**src/rtl/mole_round_controller.sv**
```systemverilog
// mole_round_controller: sequences one whack-a-mole round on a 16-hole grid.
// Spawns a single mole at a pseudo-random hole, times its up-window, and
// detects hits on button rising edges. It keeps the score and miss count,
// shortens the up-window after each hit, and ends the game after MAX_MISSES misses.
// Optional build macro: WRONG_PRESS_PENALTY_EN -- when defined, pressing any
// hole other than the mole's hole while the mole is up counts as a miss.
module mole_round_controller #(
    parameter int unsigned UP_CYCLES     = 14000000,
    parameter int unsigned MIN_UP_CYCLES = 3500000,
    parameter int unsigned STEP_CYCLES   = 700000,
    parameter int unsigned GAP_CYCLES    = 4200000,
    parameter int unsigned MAX_MISSES    = 3,
    parameter int unsigned SCORE_W       = 8
) (
    input  logic               clock_14MHz_i,
    input  logic               reset_i,
    input  logic               start_i,
    input  logic [15:0]        buttons_i,
    input  logic [3:0]         rand_i,
    output logic [15:0]        mole_o,
    output logic [SCORE_W-1:0] score_o,
    output logic [3:0]         misses_o,
    output logic               playing_o,
    output logic               game_over_o,
    output logic               hit_o,
    output logic               miss_o
);

    // One timer serves both the up-window and the gap, so it is sized for the longer one.
    localparam int unsigned MAX_CYC = (UP_CYCLES > GAP_CYCLES) ? UP_CYCLES : GAP_CYCLES;
    localparam int unsigned TW      = $clog2(MAX_CYC + 1);

    localparam logic [TW-1:0]      UP_LEN_INIT = TW'(UP_CYCLES);
    localparam logic [TW-1:0]      MIN_LEN     = TW'(MIN_UP_CYCLES);
    localparam logic [TW-1:0]      STEP_LEN    = TW'(STEP_CYCLES);
    localparam logic [TW-1:0]      GAP_LAST    = TW'(GAP_CYCLES - 1);
    localparam logic [3:0]         MISS_LIMIT  = 4'(MAX_MISSES);
    localparam logic [SCORE_W-1:0] SCORE_MAX   = {SCORE_W{1'b1}};
    // A step is applied only when it cannot take the window below its floor.
    localparam logic [32:0]        SPEEDUP_MIN = 33'(MIN_UP_CYCLES) + 33'(STEP_CYCLES);

    typedef enum logic [2:0] {
        ST_IDLE  = 3'd0,
        ST_SPAWN = 3'd1,
        ST_UP    = 3'd2,
        ST_HIT   = 3'd3,
        ST_MISS  = 3'd4,
        ST_GAP   = 3'd5,
        ST_OVER  = 3'd6
    } state_t;

    state_t             state_q, state_d;
    logic               start_q;
    logic [15:0]        btn_q;
    logic [15:0]        mole_q, mole_d;
    logic [SCORE_W-1:0] score_q, score_d;
    logic [3:0]         misses_q, misses_d;
    logic [TW-1:0]      up_len_q, up_len_d;
    logic [3:0]         last_loc_q, last_loc_d;
    logic [TW-1:0]      timer_q, timer_d;
    logic               playing_q, playing_d;
    logic               over_q, over_d;
    logic               hit_q, hit_d;
    logic               miss_q, miss_d;

    logic               start_rise_s;
    logic [15:0]        press_s;
    logic [3:0]         loc_s;
    logic               hit_now_s;
    logic               wrong_s;
    logic               timeout_s;

    assign start_rise_s = start_i & ~start_q;
    assign press_s      = buttons_i & ~btn_q;
    // Avoid showing the mole in the same hole twice in a row.
    assign loc_s        = (rand_i == last_loc_q) ? (rand_i + 4'd1) : rand_i;
    // mole_q is one-hot during UP, so masking with it selects press[loc].
    assign hit_now_s    = |(press_s & mole_q);
    assign timeout_s    = (timer_q == (up_len_q - TW'(1)));
`ifdef WRONG_PRESS_PENALTY_EN
    assign wrong_s      = |(press_s & ~mole_q);
`else
    assign wrong_s      = 1'b0;
`endif

    // Next-state, counters and registered-output values for the round FSM.
    always_comb begin
        state_d    = state_q;
        mole_d     = mole_q;
        score_d    = score_q;
        misses_d   = misses_q;
        up_len_d   = up_len_q;
        last_loc_d = last_loc_q;
        timer_d    = timer_q;
        hit_d      = 1'b0;
        miss_d     = 1'b0;

        case (state_q)
            ST_IDLE, ST_OVER: begin
                if (start_rise_s) begin
                    state_d  = ST_SPAWN;
                    score_d  = '0;
                    misses_d = 4'd0;
                    up_len_d = UP_LEN_INIT;
                end else begin
                    state_d  = state_q;
                end
            end
            ST_SPAWN: begin
                last_loc_d = loc_s;
                mole_d     = 16'd1 << loc_s;
                timer_d    = '0;
                state_d    = ST_UP;
            end
            ST_UP: begin
                if (hit_now_s) begin
                    // A correct press beats a timeout or wrong press in the same cycle.
                    state_d = ST_HIT;
                    mole_d  = 16'd0;
                    hit_d   = 1'b1;
                    timer_d = '0;
                    if (score_q != SCORE_MAX) begin
                        score_d = score_q + {{(SCORE_W-1){1'b0}}, 1'b1};
                    end else begin
                        score_d = score_q;
                    end
                    if (33'(up_len_q) >= SPEEDUP_MIN) begin
                        up_len_d = up_len_q - STEP_LEN;
                    end else begin
                        up_len_d = MIN_LEN;
                    end
                end else if (timeout_s || wrong_s) begin
                    state_d  = ST_MISS;
                    mole_d   = 16'd0;
                    miss_d   = 1'b1;
                    misses_d = misses_q + 4'd1;
                    timer_d  = '0;
                end else begin
                    timer_d  = timer_q + TW'(1);
                end
            end
            ST_HIT: begin
                state_d = ST_GAP;
            end
            ST_MISS: begin
                if (misses_q == MISS_LIMIT) begin
                    state_d = ST_OVER;
                end else begin
                    state_d = ST_GAP;
                end
            end
            ST_GAP: begin
                if (timer_q == GAP_LAST) begin
                    state_d = ST_SPAWN;
                    timer_d = '0;
                end else begin
                    timer_d = timer_q + TW'(1);
                end
            end
            default: begin
                state_d = ST_IDLE;
                mole_d  = 16'd0;
            end
        endcase

        playing_d = (state_d == ST_SPAWN) || (state_d == ST_UP) || (state_d == ST_HIT) ||
                    (state_d == ST_MISS)  || (state_d == ST_GAP);
        over_d    = (state_d == ST_OVER);
    end

    // State, counters, edge-detect history and registered outputs.
    always_ff @(posedge clock_14MHz_i or negedge reset_i) begin
        if (!reset_i) begin
            state_q    <= ST_IDLE;
            start_q    <= 1'b0;
            btn_q      <= 16'd0;
            mole_q     <= 16'd0;
            score_q    <= '0;
            misses_q   <= 4'd0;
            up_len_q   <= UP_LEN_INIT;
            last_loc_q <= 4'd0;
            timer_q    <= '0;
            playing_q  <= 1'b0;
            over_q     <= 1'b0;
            hit_q      <= 1'b0;
            miss_q     <= 1'b0;
        end else begin
            state_q    <= state_d;
            start_q    <= start_i;
            btn_q      <= buttons_i;
            mole_q     <= mole_d;
            score_q    <= score_d;
            misses_q   <= misses_d;
            up_len_q   <= up_len_d;
            last_loc_q <= last_loc_d;
            timer_q    <= timer_d;
            playing_q  <= playing_d;
            over_q     <= over_d;
            hit_q      <= hit_d;
            miss_q     <= miss_d;
        end
    end

    assign mole_o      = mole_q;
    assign score_o     = score_q;
    assign misses_o    = misses_q;
    assign playing_o   = playing_q;
    assign game_over_o = over_q;
    assign hit_o       = hit_q;
    assign miss_o      = miss_q;

endmodule
```
**config.mk**
```make
export PLATFORM = sky130hd
export DESIGN_NAME = mole_round_controller
export DESIGN_NICKNAME = d
export VERILOG_FILES = /design/src/rtl/mole_round_controller.sv
export SDC_FILE = /design/constraint.sdc
export NUM_CORES = 1
export LEC_CHECK = 0
export CAP_MARGIN = 20
export CORE_MARGIN = 10
export CORE_UTILIZATION = 30
export DETAILED_ROUTE_END_ITERATION = 8
export HOLD_SLACK_MARGIN = 0.15
export PLACE_DENSITY = 0.58
export SYNTH_ARGS = -nofsm -noshare
export SYNTH_HDL_FRONTEND = slang
export SYNTH_SLANG_ARGS = --single-unit
```
**constraint.sdc**
```tcl
create_clock -name clock_14MHz_i -period 3.9 [get_ports clock_14MHz_i]
set_input_delay 0.78 -clock clock_14MHz_i [delete_from_list [all_inputs] [get_ports clock_14MHz_i]]
set_output_delay 0.78 -clock clock_14MHz_i [all_outputs]
set_load 0.005 [all_outputs]
```
Word level (Yosys, flattened, before mapping). Cells that the tools add are included.

Output and inout bits: 32. Bits of input ports: 23. Register bits after elaboration: 104.

Eq/ne operators: 23. $add $sub $neg: 6. Reductions and logical operators: 14. Shift operators: 1. Mux-type cells: 31. Bitwise operators: 6. Magnitude comparators: 1.

Operator list (number): 2-to-1 mux 24 bit (6); one-hot mux 24 bit (3 select lines) (1); one-hot mux 16 bit (3 select lines) (1); one-hot mux 24 bit (2 select lines) (1); bitwise AND 16 bit (2); 2-to-1 mux 16 bit (2); adder 24 x 1 -> 24 bit (second input constant) (1); equality test 24 x 23 -> 1 bit (second input constant) (1); equality test 24 bit (1); greater-or-equal comparator 24 x 23 -> 1 bit (second input constant) (1); 2-to-1 mux 8 bit (3); subtractor 24 x 1 -> 24 bit (second input constant) (1); subtractor 24 x 20 -> 24 bit (second input constant) (1); equality test 3 bit (second input constant) (6); one-hot mux 3 bit (6 select lines) (1); 2-to-1 mux 4 bit (4); inverter 16 bit (1); one-hot mux 8 bit (2 select lines) (1); OR reduction 16 bit (1); << shifter 1 x 4 -> 16 bit (first input constant) (1); equality test 3 x 2 -> 1 bit (second input constant) (4); 2-to-1 mux 3 bit (4); != test 2 bit (second input constant) (5); adder 4 x 1 -> 4 bit (second input constant) (2); other kinds (20) (30).

Depth between registers and ports, before layout.
Word-level depth: 11. Gate-level depth with buffers: 13. Gate-level depth less buffers: 10.

Least setup slack after synthesis. No wires, ideal clock.

Kind: reg2reg. Start: register up_len_q[5]. End: register misses_q[3], in the netlist misses_o[3]. Setup time: 78 ps. Arrival: 3060 ps. Path slack: 761 ps. Path buffers: 3. Stages on the path, launching flop included: 14. Data required time: 3822 ps. Cell sequence: dfrtp_1 > buf_6 > inv_1 > ha_1 > nor3b_2 > nor4b_1 > xnor2_1 > o311ai_0 > or4_1 > buf_2 > or2_1 > buf_6 > or3_1 > a21oi_1.

Longest elaborated chain between the ends: 4.

RTL lines: start, declared (RTL line 58) `logic [TW-1:0] up_len_q, up_len_d;`; start signal, assigned (RTL line 194) `up_len_q <= up_len_d;`; subtractor 24 x 1 -> 24 bit (RTL line 79) `assign timeout_s = (timer_q == (up_len_q - TW'(1)));`; equality test 24 bit (RTL line 79); != test 2 bit (no line); AND reduction 4 bit (no line); end signal, assigned (RTL line 193) `misses_q <= misses_d;`; end, declared (RTL line 57) `logic [3:0] misses_q, misses_d;`.

No other way between the ends. A chain may end at the register's enable or synchronous reset.

Worst setup path in the final report.
Start: register up_len_q[5]. End: register mole_q[15], in the netlist mole_o[15].

Longest elaborated chain between the ends: 4.

RTL lines: subtractor 24 x 1 -> 24 bit (RTL line 79); equality test 24 bit (RTL line 79); != test 3 bit (no line); AND reduction 2 bit (no line); end signal, assigned (RTL line 191) `mole_q <= mole_d;`; end, declared (RTL line 55) `logic [15:0] mole_q, mole_d;`.

No other way between the ends.

==> impl_metrics.csv <==
group,metric,value,unit
outcome,status,"complete, no violations",
sta,min_period_over_period,90.50,%
power,swShare,40.33,%
power,clkPwrFrac,22.9,%
global_routing,antenna_found_initial,0,
job,maxCapViolCount,0,
global_routing,grt_max_degree,58,
yosys,synth-seq-cells,99,
cells_and_area,layout_commonest_cell,"dfrtp_1",
clock_network,cts_tree,"yes",
power,ir_drop,0.2303,mV
placement,place.gp.congestion,0.8242,
sta,finalSetupTns,0,ns
yosys,synth.top_cells.by_area,"dfrtp_1, dfstp_2, o21ai_0, nand2_1, nor2_1",
cells_and_area,area_delta_synth_final,18.29,%
floorplanning,die_y,159.4,um
yosys,async_flop_share,100.0,%
global_routing,grt_pass1_vias,4883,
placement,dpl.hpwl,10.83,mm
power,p_seq_share,40.2,%
cells_and_area,nFillCells,1979,
placement,placed_area,6600,um2
sta,slew_violations,0,
yosys,syn_inst,657,
power,combPwrFrac,36.9,%
cells_and_area,n_antenna_cell,0,
power,leakage,2.845,nW
setup_path,r2r_slack,0.37,ns
cells_and_area,drive_above_1_share,7.359,%
yosys,synth.top_cell.area_share,37.36,%
yosys,yosys_warnings,0,
setup_path,crit_arrival,3.78,ns
setup_path,path_class,"flop to flop",
cells_and_area,stdcell_area,6894,um2
clock_network,clockBufferDepth,2,
floorplanning,fp-row-count,50,
setup_path,max_stage_delay,0.65,ns
clock_network,cts_resized,0,
global_routing,grt.total_usage,11.79,%
yosys,ys_seq_area_share,42.77,%
setup_path,reg2reg_from,"up_len_q[5]",
yosys,synth-edff-count,0,
floorplanning,die_w,159.4,um
routing,wl_per_cell,15.67,um
setup_path,slowest_stage,"or4_1",
routing,final_antenna_net_count,0,
routing,vias,4951,
placement,port-buffer-count,54,
routing,dr.pass1.iters,5,
floorplanning,dieArea,25400,um2
yosys,synth_top_flop_cell,"dfrtp_1",
clock_network,clkTransAtPathRegs,0.07,ns
routing,drc,0,
clock_network,clockRootBuffer,"clkbuf_16",
yosys,synth_area_per_cell,8.871,um2
sta,fin_crit,3.529,ns
setup_path,end_kind,"flop",
setup_path,cp.required,4.15,ns
power,netSwitchingPower,1.573,mW
cells_and_area,nets,719,
yosys,netlist_area,5828,um2
sta,worst_pin_slew,1.095,ns
power,p_int,2.327,mW
sta,rsz0062_at_grt,"no",
sta,fmax,283.3,MHz
setup_path,crit_fanout,16,
sta,hold_viol_final,0,
global_routing,gr-total-overflow,0,
global_routing,grt_pass1_wl,25.32,mm
routing,drtIter0Drc,341,
clock_network,postCtsSetupBuffers,0,
yosys,syn_nets,688,
floorplanning,num_io_pins,55,
clock_network,cts.sinks,99,
sta,relSlewSlack,26.91,%
yosys,ys_types,63,
clock_network,cts_made_buffers,9,
floorplanning,core_area,18890,um2
sta,finClkSkew,0.01078,ns
floorplanning,initial_core_util,30.85,%
cells_and_area,final_cell_mix,"dfrtp_1, nand2_1, nor2_1",
setup_path,path_cells,"inv_1 -> ha_1 -> nor3b_2 -> nor4b_1 -> xnor2_1 -> o311ai_0 -> or4_1 -> nand3b_1 -> o311ai_2 -> a22o_1",
routing,vias_per_cell,5.195,
clock_network,clock_latency,0.36,ns
power,power.density,565.6,nW/um2
sta,report.final.setup_viol,0,
hold_path,hp-class,"primary input to asynchronous set/reset pin",
setup_path,crit_path_start_kind,"flop",
clock_network,holdBufCountCts,0,
setup_path,reg2reg_depth,10,
setup_path,worstReg2RegEnd,"mole_o[15]",
routing,finalWirelength,14.93,mm
clock_network,htreeDepth,3,
yosys,synth_top_cell_by_area,"dfrtp_1",
## sequential cells by signal (all words and copies together) (netlist names)
register	cells
timer_q	24
up_len_q	19
btn_q	16
mole_o	16
score_o	8
last_loc_q	4
misses_o	4
state_q	3
game_over_o	1
hit_o	1
miss_o	1
playing_o	1
start_q	1
## worst max path at each step
| stage | start | end |
|---|---|---|
| after floorplan | up_len_q[5] | misses_o[3] |
| after global placement | up_len_q[5] | mole_o[3] |
| after detailed placement | up_len_q[5] | mole_o[15] |
| after CTS | up_len_q[5] | mole_o[15] |
| after global routing | up_len_q[5] | mole_o[15] |
| final | up_len_q[5] | mole_o[15] |
## synth_stat cells, types with 4 or more instances
cell type  count
dfrtp_1       87
nand2_1       67
nor2_1        58
o21ai_0       57
clkbuf_1      30
a21oi_1       26
nor3_1        22
nand3_1       20
nand3b_1      19
xnor2_1       19
a21o_1        18
nor4_1        16
inv_1         15
xor2_1        15
dfstp_2       12
nand4_1       12
and3_1        11
nor2b_1       11
a31oi_1        9
buf_2          9
a32o_1         8
ha_1           8
nand2b_1       8
or3_1          8
a211o_1        6
a22o_1         6
nor3b_1        6
nor4b_1        5
o211ai_1       5
o21a_1         5
and2_1         4
mux2i_1        4
o311ai_0       4
o31a_1         4
or4_1          4
## layer usage
layer,up-vias,wire [um],global-route usage [%]
li1,2448,-,-
met1,2388,7019,15.01
met2,108,6914,18.98
met3,7,950,4.260
met4,0,46,1.938
met5,-,0,0
## layout make-up
type / count / area, um2 / share of cell area, %
Clock inverter: 6 / 55.05 / 0.7985
Timing Repair Buffer: 62 / 623.1 / 9.038
Multi-Input combinational cell: 501 / 3103 / 45.01
Inverter: 15 / 56.30 / 0.8167
Clock buffer: 10 / 239.0 / 3.466
Tap cell: 260 / 325.3 / 4.719
Sequential cell: 99 / 2492 / 36.15
## critical path, delay by kind of cell (launching register included)
kind                       cells  cell delay, ns
and+or+nand+nor                4            1.61
AOI/OAI and AO/OA              3            0.85
DFF                            1            0.48
adders and majority gates      1            0.21
xor gates and xnor gates       1            0.16
buffers and inverters          1            0.13
## stage by stage
stage	hold WS [ns]	worst slack, ns	std cells	utilization (%)	total power, mW
floorplan	0.4692	0.7614	657	-	2.523
global placement	0.4860	0.4882	937	34.93	3.020
detailed placement	0.5027	0.4109	937	34.93	3.028
CTS	0.5158	0.3992	953	36.49	3.940
global route	0.5375	0.1001	953	36.49	4.215
finish	0.4987	0.3705	953	36.49	3.899
## cell families after synthesis
family | Yosys count | synth area share, %
adders and majority gates | 8 | 1.718
DFF | 99 | 42.77
buffers and inverters | 57 | 4.122
xor gates and xnor gates | 35 | 5.389
AOI/OAI and AO/OA | 166 | 18.91
muxes | 5 | 0.8802
and+or+nand+nor | 287 | 26.21
## power by group through the flow
stage,clock (mW),combinational (mW),sequential (mW)
6_report,0.892,1.44,1.57
5_1_grt,0.964,1.64,1.61
4_1_cts,0.923,1.45,1.57
3_5_place_dp,0,1.45,1.58
3_3_place_gp,0,1.44,1.58
2_1_floorplan,0,1.14,1.38
Power figures use the tool's default switching activity.
